==> config.mk <==
export PLATFORM = sky130hd
export DESIGN_NAME = ptw_mem_arbiter
export DESIGN_NICKNAME = d
export VERILOG_FILES = /design/src/rtl/ptw_mem_arbiter.sv
export SDC_FILE = /design/constraint.sdc
export NUM_CORES = 1
export LEC_CHECK = 0
export ABC_AREA = 1
export CAP_MARGIN = 20
export CORE_ASPECT_RATIO = 1.2
export CORE_UTILIZATION = 41
export CTS_CLUSTER_DIAMETER = 30
export DETAILED_ROUTE_END_ITERATION = 8
export GPL_ROUTABILITY_DRIVEN = 0
export PLACE_DENSITY = 0.77
export SLEW_MARGIN = 5
export SYNTH_ARGS = -nofsm -noshare
export SYNTH_HDL_FRONTEND = slang
export SYNTH_SLANG_ARGS = --single-unit
==> constraint.sdc <==
create_clock -name clk -period 2.2 [get_ports clk]
set_input_delay 0.22 -clock clk [delete_from_list [all_inputs] [get_ports clk]]
set_output_delay 0.22 -clock clk [all_outputs]
set_load 0.1 [all_outputs]
==> src/rtl/ptw_mem_arbiter.sv <==
// ptw_mem_arbiter
//   Shares one memory read port between NUM_REQ page-table walkers. Each walker
//   pulses req_valid once and later receives a one-cycle rsp_ready pulse. Requests
//   are latched into per-walker pend/addr_q slots and served one at a time, in
//   round-robin order. A walker may cancel with req_abort. A WAIT timeout turns a
//   hung memory port into an error response.
//
// Ports
//   clk, rst     clock; synchronous active-high reset
//   req_valid    per-walker request pulse
//   req_addr     per-walker PTE address, slice i = [i*PADDR_WIDTH +: PADDR_WIDTH]
//   req_abort    per-walker cancel
//   rsp_ready    one-hot, one-cycle response pulse
//   rsp_err      error flag, qualified by rsp_ready
//   rsp_data     PTE, qualified by rsp_ready (0 otherwise)
//   mem_req      read request, held until mem_gnt
//   mem_addr     read address, 0 when mem_req is low
//   mem_gnt      memory accepts the request
//   mem_rvalid   read data valid
//   mem_rdata    read data
//   mem_err      bus error, qualified by mem_rvalid
//   busy         FSM active or any request pending
//   state_dbg    current FSM state (IDLE=0, REQ=1, WAIT=2, RESP=3)
//
// Handshake: req_valid is a single-cycle pulse. A walker has at most one request
// in flight, and the pulse is ignored while that walker is still pending.
// mem_req/mem_addr are held stable until the cycle in which mem_gnt is high.
// Exactly one read is outstanding at a time, and its data returns with mem_rvalid.
module ptw_mem_arbiter #(
  parameter int NUM_REQ     = 2,
  parameter int PADDR_WIDTH = 64,
  parameter int DATA_WIDTH  = 64,
  parameter int TIMEOUT     = 255
) (
  input  logic                           clk,
  input  logic                           rst,
  input  logic [NUM_REQ-1:0]             req_valid,
  input  logic [NUM_REQ*PADDR_WIDTH-1:0] req_addr,
  input  logic [NUM_REQ-1:0]             req_abort,
  output logic [NUM_REQ-1:0]             rsp_ready,
  output logic [NUM_REQ-1:0]             rsp_err,
  output logic [DATA_WIDTH-1:0]          rsp_data,
  output logic                           mem_req,
  output logic [PADDR_WIDTH-1:0]         mem_addr,
  input  logic                           mem_gnt,
  input  logic                           mem_rvalid,
  input  logic [DATA_WIDTH-1:0]          mem_rdata,
  input  logic                           mem_err,
  output logic                           busy,
  output logic [1:0]                     state_dbg
);

  localparam int IW = $clog2(NUM_REQ);
  localparam int CW = (TIMEOUT > 1) ? $clog2(TIMEOUT) : 1;
  localparam logic [CW-1:0] CNT_LAST = CW'((TIMEOUT > 0) ? TIMEOUT - 1 : 0);

  typedef enum logic [1:0] {IDLE = 2'd0, REQ = 2'd1, WAIT = 2'd2, RESP = 2'd3} state_t;

  state_t                   state, state_nx;
  logic [NUM_REQ-1:0]       pend;
  logic [PADDR_WIDTH-1:0]   addr_q [NUM_REQ];
  logic [IW-1:0]            gidx, rr_ptr, pick;
  logic                     pick_vld;
  logic [NUM_REQ-1:0]       eligible;
  logic [CW-1:0]            cnt;
  logic [DATA_WIDTH-1:0]    data_q;
  logic                     err_q, kill, timeout_hit;

  // (base + k) modulo NUM_REQ, for k in [0, NUM_REQ]
  function automatic logic [IW-1:0] wrap_add(input logic [IW-1:0] base, input int k);
    int s;
    s = int'(base) + k;
    if (s >= NUM_REQ) s = s - NUM_REQ;
    return IW'(s);
  endfunction

  // Round-robin pick: the walk runs downward so the lowest offset from rr_ptr wins.
  // A walker aborting this very cycle is not eligible, so nothing is granted to a
  // slot that is being cleared on the same edge.
  always_comb begin
    pick     = '0;
    pick_vld = 1'b0;
    eligible = pend & ~req_abort;
    for (int k = NUM_REQ - 1; k >= 0; k--) begin
      if (eligible[wrap_add(rr_ptr, k)]) begin
        pick     = wrap_add(rr_ptr, k);
        pick_vld = 1'b1;
      end
    end
  end

  assign timeout_hit = (TIMEOUT > 0) && (cnt == CNT_LAST);

  always_ff @(posedge clk) begin
    if (rst) state <= IDLE;
    else     state <= state_nx;
  end

  always_comb begin
    state_nx  = state;
    mem_req   = 1'b0;
    mem_addr  = '0;
    rsp_ready = '0;
    rsp_err   = '0;
    rsp_data  = '0;
    case (state)
      IDLE: if (pick_vld) state_nx = REQ;
      REQ: begin
        mem_req  = 1'b1;
        mem_addr = addr_q[gidx];
        if (mem_gnt) state_nx = WAIT;
      end
      WAIT: if (mem_rvalid || timeout_hit) state_nx = RESP;
      RESP: begin
        // A killed transaction still passes through RESP, but it stays silent.
        if (!kill) begin
          rsp_ready[gidx] = 1'b1;
          rsp_err[gidx]   = err_q;
          rsp_data        = data_q;
        end
        state_nx = IDLE;
      end
      default: state_nx = IDLE;
    endcase
  end

  always_ff @(posedge clk) begin
    if (rst) begin
      pend   <= '0;
      gidx   <= '0;
      rr_ptr <= '0;
      cnt    <= '0;
      data_q <= '0;
      err_q  <= 1'b0;
      kill   <= 1'b0;
      for (int i = 0; i < NUM_REQ; i++) addr_q[i] <= '0;
    end else begin
      for (int i = 0; i < NUM_REQ; i++) begin
        if (req_abort[i]) begin
          // The granted walker keeps its slot until RESP; its abort becomes kill below.
          if (!((state != IDLE) && (gidx == IW'(i)))) pend[i] <= 1'b0;
        end else if (req_valid[i] && !pend[i]) begin
          pend[i]   <= 1'b1;
          addr_q[i] <= req_addr[i*PADDR_WIDTH +: PADDR_WIDTH];
        end
      end
      case (state)
        IDLE: if (pick_vld) begin
          gidx   <= pick;
          rr_ptr <= wrap_add(pick, 1);
        end
        REQ: if (mem_gnt) cnt <= '0;
        WAIT: begin
          if (mem_rvalid) begin
            data_q <= mem_rdata;
            err_q  <= mem_err;
          end else if (timeout_hit) begin
            data_q <= '0;
            err_q  <= 1'b1;
          end else begin
            cnt <= cnt + 1'b1;
          end
        end
        RESP: begin
          pend[gidx] <= 1'b0;
          kill       <= 1'b0;
        end
        default: ;
      endcase
      if ((state == REQ || state == WAIT) && req_abort[gidx]) kill <= 1'b1;
    end
  end

  assign busy      = (state != IDLE) || (|pend);
  assign state_dbg = state;

endmodule

; ---- Word level (Yosys, flattened, before mapping)
; Memories as Yosys holds them, arrays and structs flattened. A register that Yosys moved wholly into a read port is not among the register bits.
; Index checks and enable logic that the tools add are counted.
; Widths: inputs -> output; s select.
[op_classes]
eq_ne = 9
n_reduce_logical = 21
mux = 60
n_bitwise = 8
addsub = 6
magnitude_cmp = 7
[ops]
columns = operator, count
row1 = $mux 64, 7
row2 = $mux 1, 39
row3 = $mux 8, 3
row4 = $mux 2, 8
row5 = $pmux 8 s2, 1
row6 = $ne 2x2->1 const B, 5
row7 = $add 8x1->8 const B, 1
row8 = $eq 8x8->1 const B, 1
row9 = $pmux 2 s4, 1
row10 = $reduce_bool 2->1, 4
row11 = $and 2x2->2, 3
row12 = $logic_and 1x1->1, 6
row13 = $lt 1x2->1 const B, 3
row14 = $add 1x1->2 const B, 2
row15 = $eq 2x2->1 const B, 2
row16 = $ge 2x2->1 const B, 2
row17 = $not 2->2, 2
row18 = $reduce_and 2->1, 2
row19 = $reduce_and 4->1, 1
row20 = $logic_or 1x1->1, 3
row21 = $reduce_and 3->1, 1
row22 = $sub 1x1->1 const B, 3
row23 = $eq 2x1->1 const B, 1
row24 = $ge 1x2->1 const B, 1
row25 = other kinds (7), 9
[totals]
mem_bits_rw = 128
output_inout_bits = 136
reg_bits = 80
n_memories = 1
inputBits = 201
word_cells = 120
[mem_list]
columns = name, words, width, read_ports, rd_clocked_by_memory_dff, write_ports, line_no
row1 = addr_q, 2, 64, 1, 1, 2, 61  ; logic [PADDR_WIDTH-1:0] addr_q [NUM_REQ];

; ---- Depth between registers and ports, before layout
; Gate-level depths: netlist (run 1).
[depth]
depth_word = 10
mapped_depth = 11
mapped_depth_nobuf = 10

; ---- Worst setup path after synthesis (run 1)
; No wires, ideal clock.
[synth_timing]
path_kind = flip-flop to output port
start = register state[0] (netlist: state_dbg[0])
end = output port mem_addr[10]
slack_ns = -1.896
required_time_ns = 1.980
path_stages_with_launch = 6
arrival_time_ns = 3.876
path_buffers = 2
path_cell_list = dfxtp_1 ha_1 clkbuf_1 clkbuf_1 o21ai_0 nor2_1
[synth_via]
elab_chain_cells = 2
[synth_rtl]
columns = item, line_no
row1 = "start, declared", 59  ; state_t state, state_nx;
row2 = "start signal, assigned", 96  ; else state <= state_nx;
row3 = $eq 2x1->1, 106  ; case (state)
row4 = $mux 64, 106
row5 = "end, declared", 44  ; output logic [PADDR_WIDTH-1:0] mem_addr,
; Every way passes these cells.

; ---- Final worst setup path (run 1)
[layout_timing]
start = register state[1] (netlist: state_dbg[1])
end = output port mem_addr[25]
; The elaborated chain is that of the path after synthesis.

==> results.md, run 1 <==
- Hpwl dp: 21.2 mm
- I/O Buffers: 336
- Die height: 170 um
- Number of I/O pins: 337
- Routed via count: 9236
- Post-route setup slack: 55.4 ps
- CP max stage cell: dfxtp_4
- Worst skew pair latency: 510 ps
- CTS buffer count: 40
- Rel. slew slack: 0.507
- Die width: 142 um
- Maximum clock rate: 466 MHz
- H-tree depth: 2
- Worst-path clk slew: 40 ps
- Initial antenna violation count: 2
- CP Max Fanout: 35
- Synth Register Bits: 209
- RSZ-0062 raised after global routing: yes
- Remaining antenna violation count after routing: 0
- Vias/cell: 4.88
- Most common cell after layout, fill and taps aside: nor2_1
- Outcome: complete, no violations
- Final setup vio count: 0
- CP most frequent cell: buf_12
- Dominant cells by area after synthesis: edfxtp_1 (40%), dfxtp_1 (17%), nor2_1 (13%)
- Slowest stage delay, CP: 360 ps
- Final nets: 1750
- Endpoint of the worst hold path: state_dbg[1]
- Placed cell area: 15800 sq um
- Final instance area: 17200 sq um
- Minimum clock period: 2140 ps
- # DRC: 0
- Final Hold Viols: 0
- Filler cells: 1474
- CP endpoint kind: output pin
- Crit path DAT: 1920 ps
- Total grt overflow: 0
- TritonCTS clock tree: done
- Crit path cell chain: inv_1 > ha_4 > buf_12 > o21ai_0 > nor2_4 > buf_12
- R2r worst-path depth: 10
- Post-Syn Nets: 1411
- Largest net degree at the start of global routing: 69
- DP Worst Slack: 332 ps
- First-pass GRT wire length: 48.3 mm
- Reg-to-Reg Start: cnt[0]
- Area of the mapped netlist: 9660 sq um
- Most frequent cells in the layout: nor2_1 (212), nand2_1 (205), clkdlybuf4s50_1 (199)
- DR iter-0 viols: 483
- Clock Root Buffer: clkbuf_16
- Pleak: 0.00696 uW
- Min-delay src: rst
- Maximum vdd ir drop: 0.000596 V
- Initial core utilization: 0.418
- R2R Setup Slk: 310 ps
- Crit Path Class: reg2out
- Routed WL per cell: 16.4 um
- Power Dens Cells: 1020 nW/um^2
- Drt pass-1 iters: 5
- Slew @ Worst Pin: 739 ps
- Setup Skew: 14.1 ps
- Die ar.: 24200 sq um
- Clk buf depth: 3
- Yosys top cell area share: 0.398
- Mean Syn Cell Area: 8.02 sq um
- Synth Warn #: 0
- Synth cell types: 25
- Critical Path RT: 1980 ps
- Gate Count Post-Synth: 1204
- Tightest Hold Check Type: in2reg
- WHS Path Cells: 4
- Pwr Total: 17500 uW
- Row Count: 61
- Max-slew violation count: 0
- Max-cap viol count: 0
- Startpoint Class: register
- Seq/Total Area, Yosys: 0.566
- Fraction of layout cells with a size suffix above 1: 0.265
- Fin crit share: 0.975
- Area grow syn2layout: 77.9%
- Clock Sinks: 209
- Vias in the first global route: 9415
- GRT Util Overall: 0.256
- Dominant cell type by area after synthesis: edfxtp_1
- Final wirelength: 31.0 mm
- Core area: 23100 sq um
- Reg-to-Reg End: data_q[13]
[cell type report]
type                            count  area (sq um)  share of cell area
Sequential cell                   209          5480               0.319
Timing Repair Buffer              370          5150               0.300
Multi-Input combinational cell    762          4200               0.244
Clock buffer                       49          1110              0.0644
Inverter                          160           601              0.0349
Tap cell                          315           394              0.0229
Clock inverter                     25           258              0.0150
Antenna cell                        1          2.50            0.000146
[registers in the layout (all words and copies together), names as in the netlist, named ones only]
name and count:
data_q 64, addr_q 128, gidx 1, err_q 1, state_dbg 2, cnt 8
pend 2, rr_ptr 1, kill 1
[worst max-delay path: cells and delay by family, from the launching register on]
kind / cells / cell delay (ps)
AO/OA/AOI/OAI: 1 / 200
adder cells (fa/ha/maj): 1 / 200
buffers and inverters: 3 / 490
flip-flops: 1 / 360
AND/OR/NAND/NOR: 1 / 150
[metrics by stage]
step / hold slack (ps) / setup TNS [ps] / utilization / cells
after floorplan: 368 / -561 / - / 1204
after global placement: 447 / 0 / 0.682 / 1814
after detailed placement: 452 / 0 / 0.682 / 1814
after CTS: 195 / 0 / 0.743 / 1890
after global routing: 243 / -12.1 / 0.743 / 1890
final: 210 / 0 / 0.743 / 1891
[cells in the mapped netlist]
| cell | number |
|---|---|
| nor3_1 | 3 |
| buf_4 | 2 |
| nor2_4 | 1 |
| nand3_2 | 1 |
| buf_1 | 13 |
| inv_1 | 157 |
| dfxtp_1 | 81 |
| buf_2 | 19 |
| edfxtp_1 | 128 |
| a21oi_1 | 72 |
| ha_1 | 6 |
| nor2_1 | 342 |
| buf_6 | 6 |
| or2_2 | 1 |
| a21o_1 | 1 |
| nand4_1 | 8 |
| xor2_1 | 1 |
| o21a_1 | 1 |
| inv_2 | 3 |
| nand3_1 | 14 |
| nand2_2 | 31 |
| clkbuf_1 | 33 |
| nand2_1 | 208 |
| nor2_2 | 1 |
| o21ai_0 | 71 |
[cells by family (layout without fill, tap and decap cells)]
family,count (synthesis),in the layout,share of synthesized area
and+or+nand+nor,610,610,0.251
buffers and inverters,233,604,0.0985
DFF,209,209,0.566
AOI/OAI and AO/OA,145,145,0.0757
adders and majority gates,6,6,0.00777
xor gates and xnor gates,1,1,0.000907
other,0,1,0
[worst max path at each step]
stage / endpoint / cells past startpoint / startpoint / slack (ps)
6_report: mem_addr[25] / 6 / state_dbg[1] / 60
2_1_floorplan: rsp_err[0] / 4 / state_dbg[0] / -310
4_1_cts: mem_addr[40] / 6 / state_dbg[1] / 30
3_3_place_gp: addr_q[1][17] / 6 / req_abort[1] / 370
5_1_grt: rsp_data[14] / 6 / state_dbg[0] / -5
3_5_place_dp: data_q[13] / 10 / cnt[0] / 330
[where the power goes]
part	internal (uW)	switching (uW)	leakage (uW)
Sequential	4580	266	0.00200
Clock	4060	2030	0.000668
Combinational	2230	4350	0.00429
[metal layers]
layer  vias to the layer above  GRT usage  share of wire
met5                         -          0        0.00042
met4                         2      0.106          0.037
met3                        88     0.0889           0.11
met2                       414      0.456           0.51
met1                      4300      0.274           0.34
li1                       4432          -              -
[what timing repair did]
| item | in CTS | in global routing |
|---|---|---|
| setup endpoints to repair | 42 | 13 |
| setup buffers | 2 | 0 |
| hold buffers | 0 | 0 |
| pin swaps | 1 | 0 |
| resized for setup | 4 | 14 |
No activity file was read; power rests on OpenSTA's default activity.
==> run 2: changes to the inputs <==
--- a/config.mk
+++ b/config.mk
@@ -9,7 +9,9 @@
 export CAP_MARGIN = 20
 export CORE_ASPECT_RATIO = 1.2
 export CORE_UTILIZATION = 41
+export CTS_BUF_LIST = sky130_fd_sc_hd__clkbuf_4 sky130_fd_sc_hd__clkbuf_8 sky130_fd_sc_hd__clkbuf_16
 export CTS_CLUSTER_DIAMETER = 30
+export CTS_CLUSTER_SIZE = 8
 export DETAILED_ROUTE_END_ITERATION = 8
 export GPL_ROUTABILITY_DRIVEN = 0
 export PLACE_DENSITY = 0.77
==> results.md, run 2 (same netlist as run 1, synthesis figures left out) <==
- Outcome: complete, no violations (unchanged)
- Pleak: 0.00697 uW (was 0.00696 uW)
- Filler cells: 1483 (was 1474)
- Routed WL per cell: 16.2 um (was 16.4 um)
- Clock Sinks: 209 (unchanged)
- CP most frequent cell: buf_12 (unchanged)
- Critical Path RT: 1980 ps (about the same)
- Fraction of layout cells with a size suffix above 1: 0.265 (about the same)
- Slew @ Worst Pin: 750 ps (was 739 ps)
- Number of I/O pins: 337 (unchanged)
- Drt pass-1 iters: 5 (unchanged)
- Max-cap viol count: 0 (unchanged)
- CTS buffer count: 41 (was 40)
- Die width: 142 um (unchanged)
- Vias in the first global route: 9387 (was 9415)
- Remaining antenna violation count after routing: 0 (unchanged)
- Final wirelength: 30.6 mm (was 31.0 mm)
- Clock Root Buffer: clkbuf_16 (unchanged)
- Biggest register: addr_q (unchanged)
- Row Count: 61 (unchanged)
- Slowest stage delay, CP: 380 ps (was 360 ps)
- Reg-to-Reg End: data_q[13] (unchanged)
- Met2 Routed Length: 15.5 mm (was 15.7 mm)
- Maximum vdd ir drop: 0.000575 V (was 0.000596 V)
- Setup crit start: state_dbg[0] (was state_dbg[1])
- Die ar.: 24200 sq um (unchanged)
- Post-route setup slack: 79.1 ps (was 55.4 ps)
- Regs by FF count: addr_q (128), data_q (64), cnt (8) (unchanged)
- Power Dens Cells: 1010 nW/um^2 (was 1020 nW/um^2)
- Met3 WL: 3.27 mm (was 3.47 mm)
- CP max stage cell: dfxtp_4 (unchanged)
- First-pass GRT wire length: 47.4 mm (was 48.3 mm)
- Tightest Hold Check Type: in2reg (unchanged)
- Core area: 23100 sq um (unchanged)
- Rel. slew slack: 0.500 (was 0.507)
- CP endpoint kind: output pin (unchanged)
- Top routing layer in use: met5 (unchanged)
- Vias/cell: 4.84 (was 4.88)
- Most common cell after layout, fill and taps aside: nor2_1 (unchanged)
- GRT Util Overall: 0.253 (was 0.256)
- Initial core utilization: 0.418 (unchanged)
- Max-slew violation count: 0 (unchanged)
- Crit Path Class: reg2out (unchanged)
- Maximum clock rate: 471 MHz (was 466 MHz)
- Die height: 170 um (unchanged)
- I/O Buffers: 336 (unchanged)
- H-tree depth: 2 (unchanged)
- Crit path cell chain: ha_4 > buf_12 > buf_4 > nand2_1 > nor2_4 > buf_12 (was inv_1 > ha_4 > buf_12 > o21ai_0 > nor2_4 > buf_12)
- Final Hold Viols: 0 (unchanged)
- Most frequent cells in the layout: nor2_1 (212), nand2_1 (205), clkdlybuf4s50_1 (199) (unchanged)
- Max reg flops: 128 (unchanged)
- CP Max Fanout: 32 (was 35)
- TritonCTS clock tree: done (unchanged)
- Initial antenna violation count: 2 (unchanged)
- Crit path DAT: 1900 ps (was 1920 ps)
- R2r worst-path depth: 10 (unchanged)
- Wire length on met1: 10.6 mm (about the same)
- Worst-path clk slew: 40 ps (about the same)
- Final setup vio count: 0 (unchanged)
- Worst setup endpoint: rsp_data[14] (was mem_addr[25])
- Final nets: 1751 (was 1750)
- Hpwl dp: 21.2 mm (unchanged)
- RSZ-0062 raised after global routing: yes (unchanged)
- Clk buf depth: 3 (unchanged)
- Pwr Total: 17400 uW (was 17500 uW)
- Reg-to-Reg Start: cnt[0] (unchanged)
- Routed via count: 9143 (was 9236)
- Fin crit share: 0.964 (was 0.975)
- Minimum clock period: 2120 ps (was 2140 ps)
- Startpoint Class: register (unchanged)
- R2R Setup Slk: 290 ps (was 310 ps)
- Setup Skew: 12.8 ps (was 14.1 ps)
- DP Worst Slack: 332 ps (unchanged)
- Area grow syn2layout: 77.7% (was 77.9%)
- Worst skew pair latency: 500 ps (was 510 ps)
- Largest net degree at the start of global routing: 69 (unchanged)
- # DRC: 0 (unchanged)
- WHS: 208 ps (was 210 ps)
- DR iter-0 viols: 406 (was 483)
- Total grt overflow: 0 (unchanged)
## run 2: worst min-delay path by stage
stage | startpoint | end | slack [ps] | depth (start not counted)
floorplan | mem_rdata[47] | data_q[47] | 370 | 2
global placement | data_q[8] | data_q[8] | 450 | 2
detailed placement | data_q[10] | data_q[10] | 450 | 2
CTS | rst | state_dbg[1] | 170 | 4
global route | rst | state_dbg[0] | 230 | 4
finish | rst | state_dbg[0] | 210 | 4
## run 2: where the power goes
group / switching, uW / leakage (uW) / internal [uW]
Clock: 1910 / 0.000675 / 4080
Combinational: 4340 / 0.00429 / 2230
Sequential: 268 / 0.00200 / 4590
Total: 6520 / 0.00697 / 10900
## run 2: layer usage
| metal | vias to the layer above | global-route usage |
|---|---|---|
| met5 | - | 0 |
| met4 | 2 | 0.112 |
| met3 | 82 | 0.0943 |
| met2 | 373 | 0.454 |
| met1 | 4263 | 0.261 |
| li1 | 4423 | - |
## run 2: layout make-up
class,count,area (sq um),area share
inverters,160,601,0.0350
diodes,2,5.00,0.000292
clock buffers,51,1140,0.0663
clock inverters,19,200,0.0117
multi-input cells,762,4200,0.244
repair buffers,370,5150,0.300
well taps,315,394,0.0230
flip-flops and latches,209,5480,0.319
## run 2: through the flow
step	util	cell area, sq um	TNS [ps]	instances
2_1_floorplan	-	10600	-561	1204
3_3_place_gp	0.682	15800	0	1814
3_5_place_dp	0.682	15800	0	1814
4_1_cts	0.741	17100	0	1886
5_1_grt	0.742	17200	-0.619	1886
6_report	0.742	17200	0	1888
## run 2: repair_timing
| item | 4_1_cts | 5_1_grt |
|---|---|---|
| pin swaps | 1 | 1 |
| hold buffers | 0 | 0 |
| setup buffers | 2 | 0 |
| gates resized for setup | 1 | 16 |
| setup endpoints to repair | 45 | 16 |
| hold endpoints to repair | 0 | 0 |
## run 2: worst max-delay path, delay by kind of cell (launching register included)
kind,cells,cell delay [ps]
adders and majority gates,1,210
and+or+nand+nor,2,230
DFF,1,380
buffers and inverters,3,560
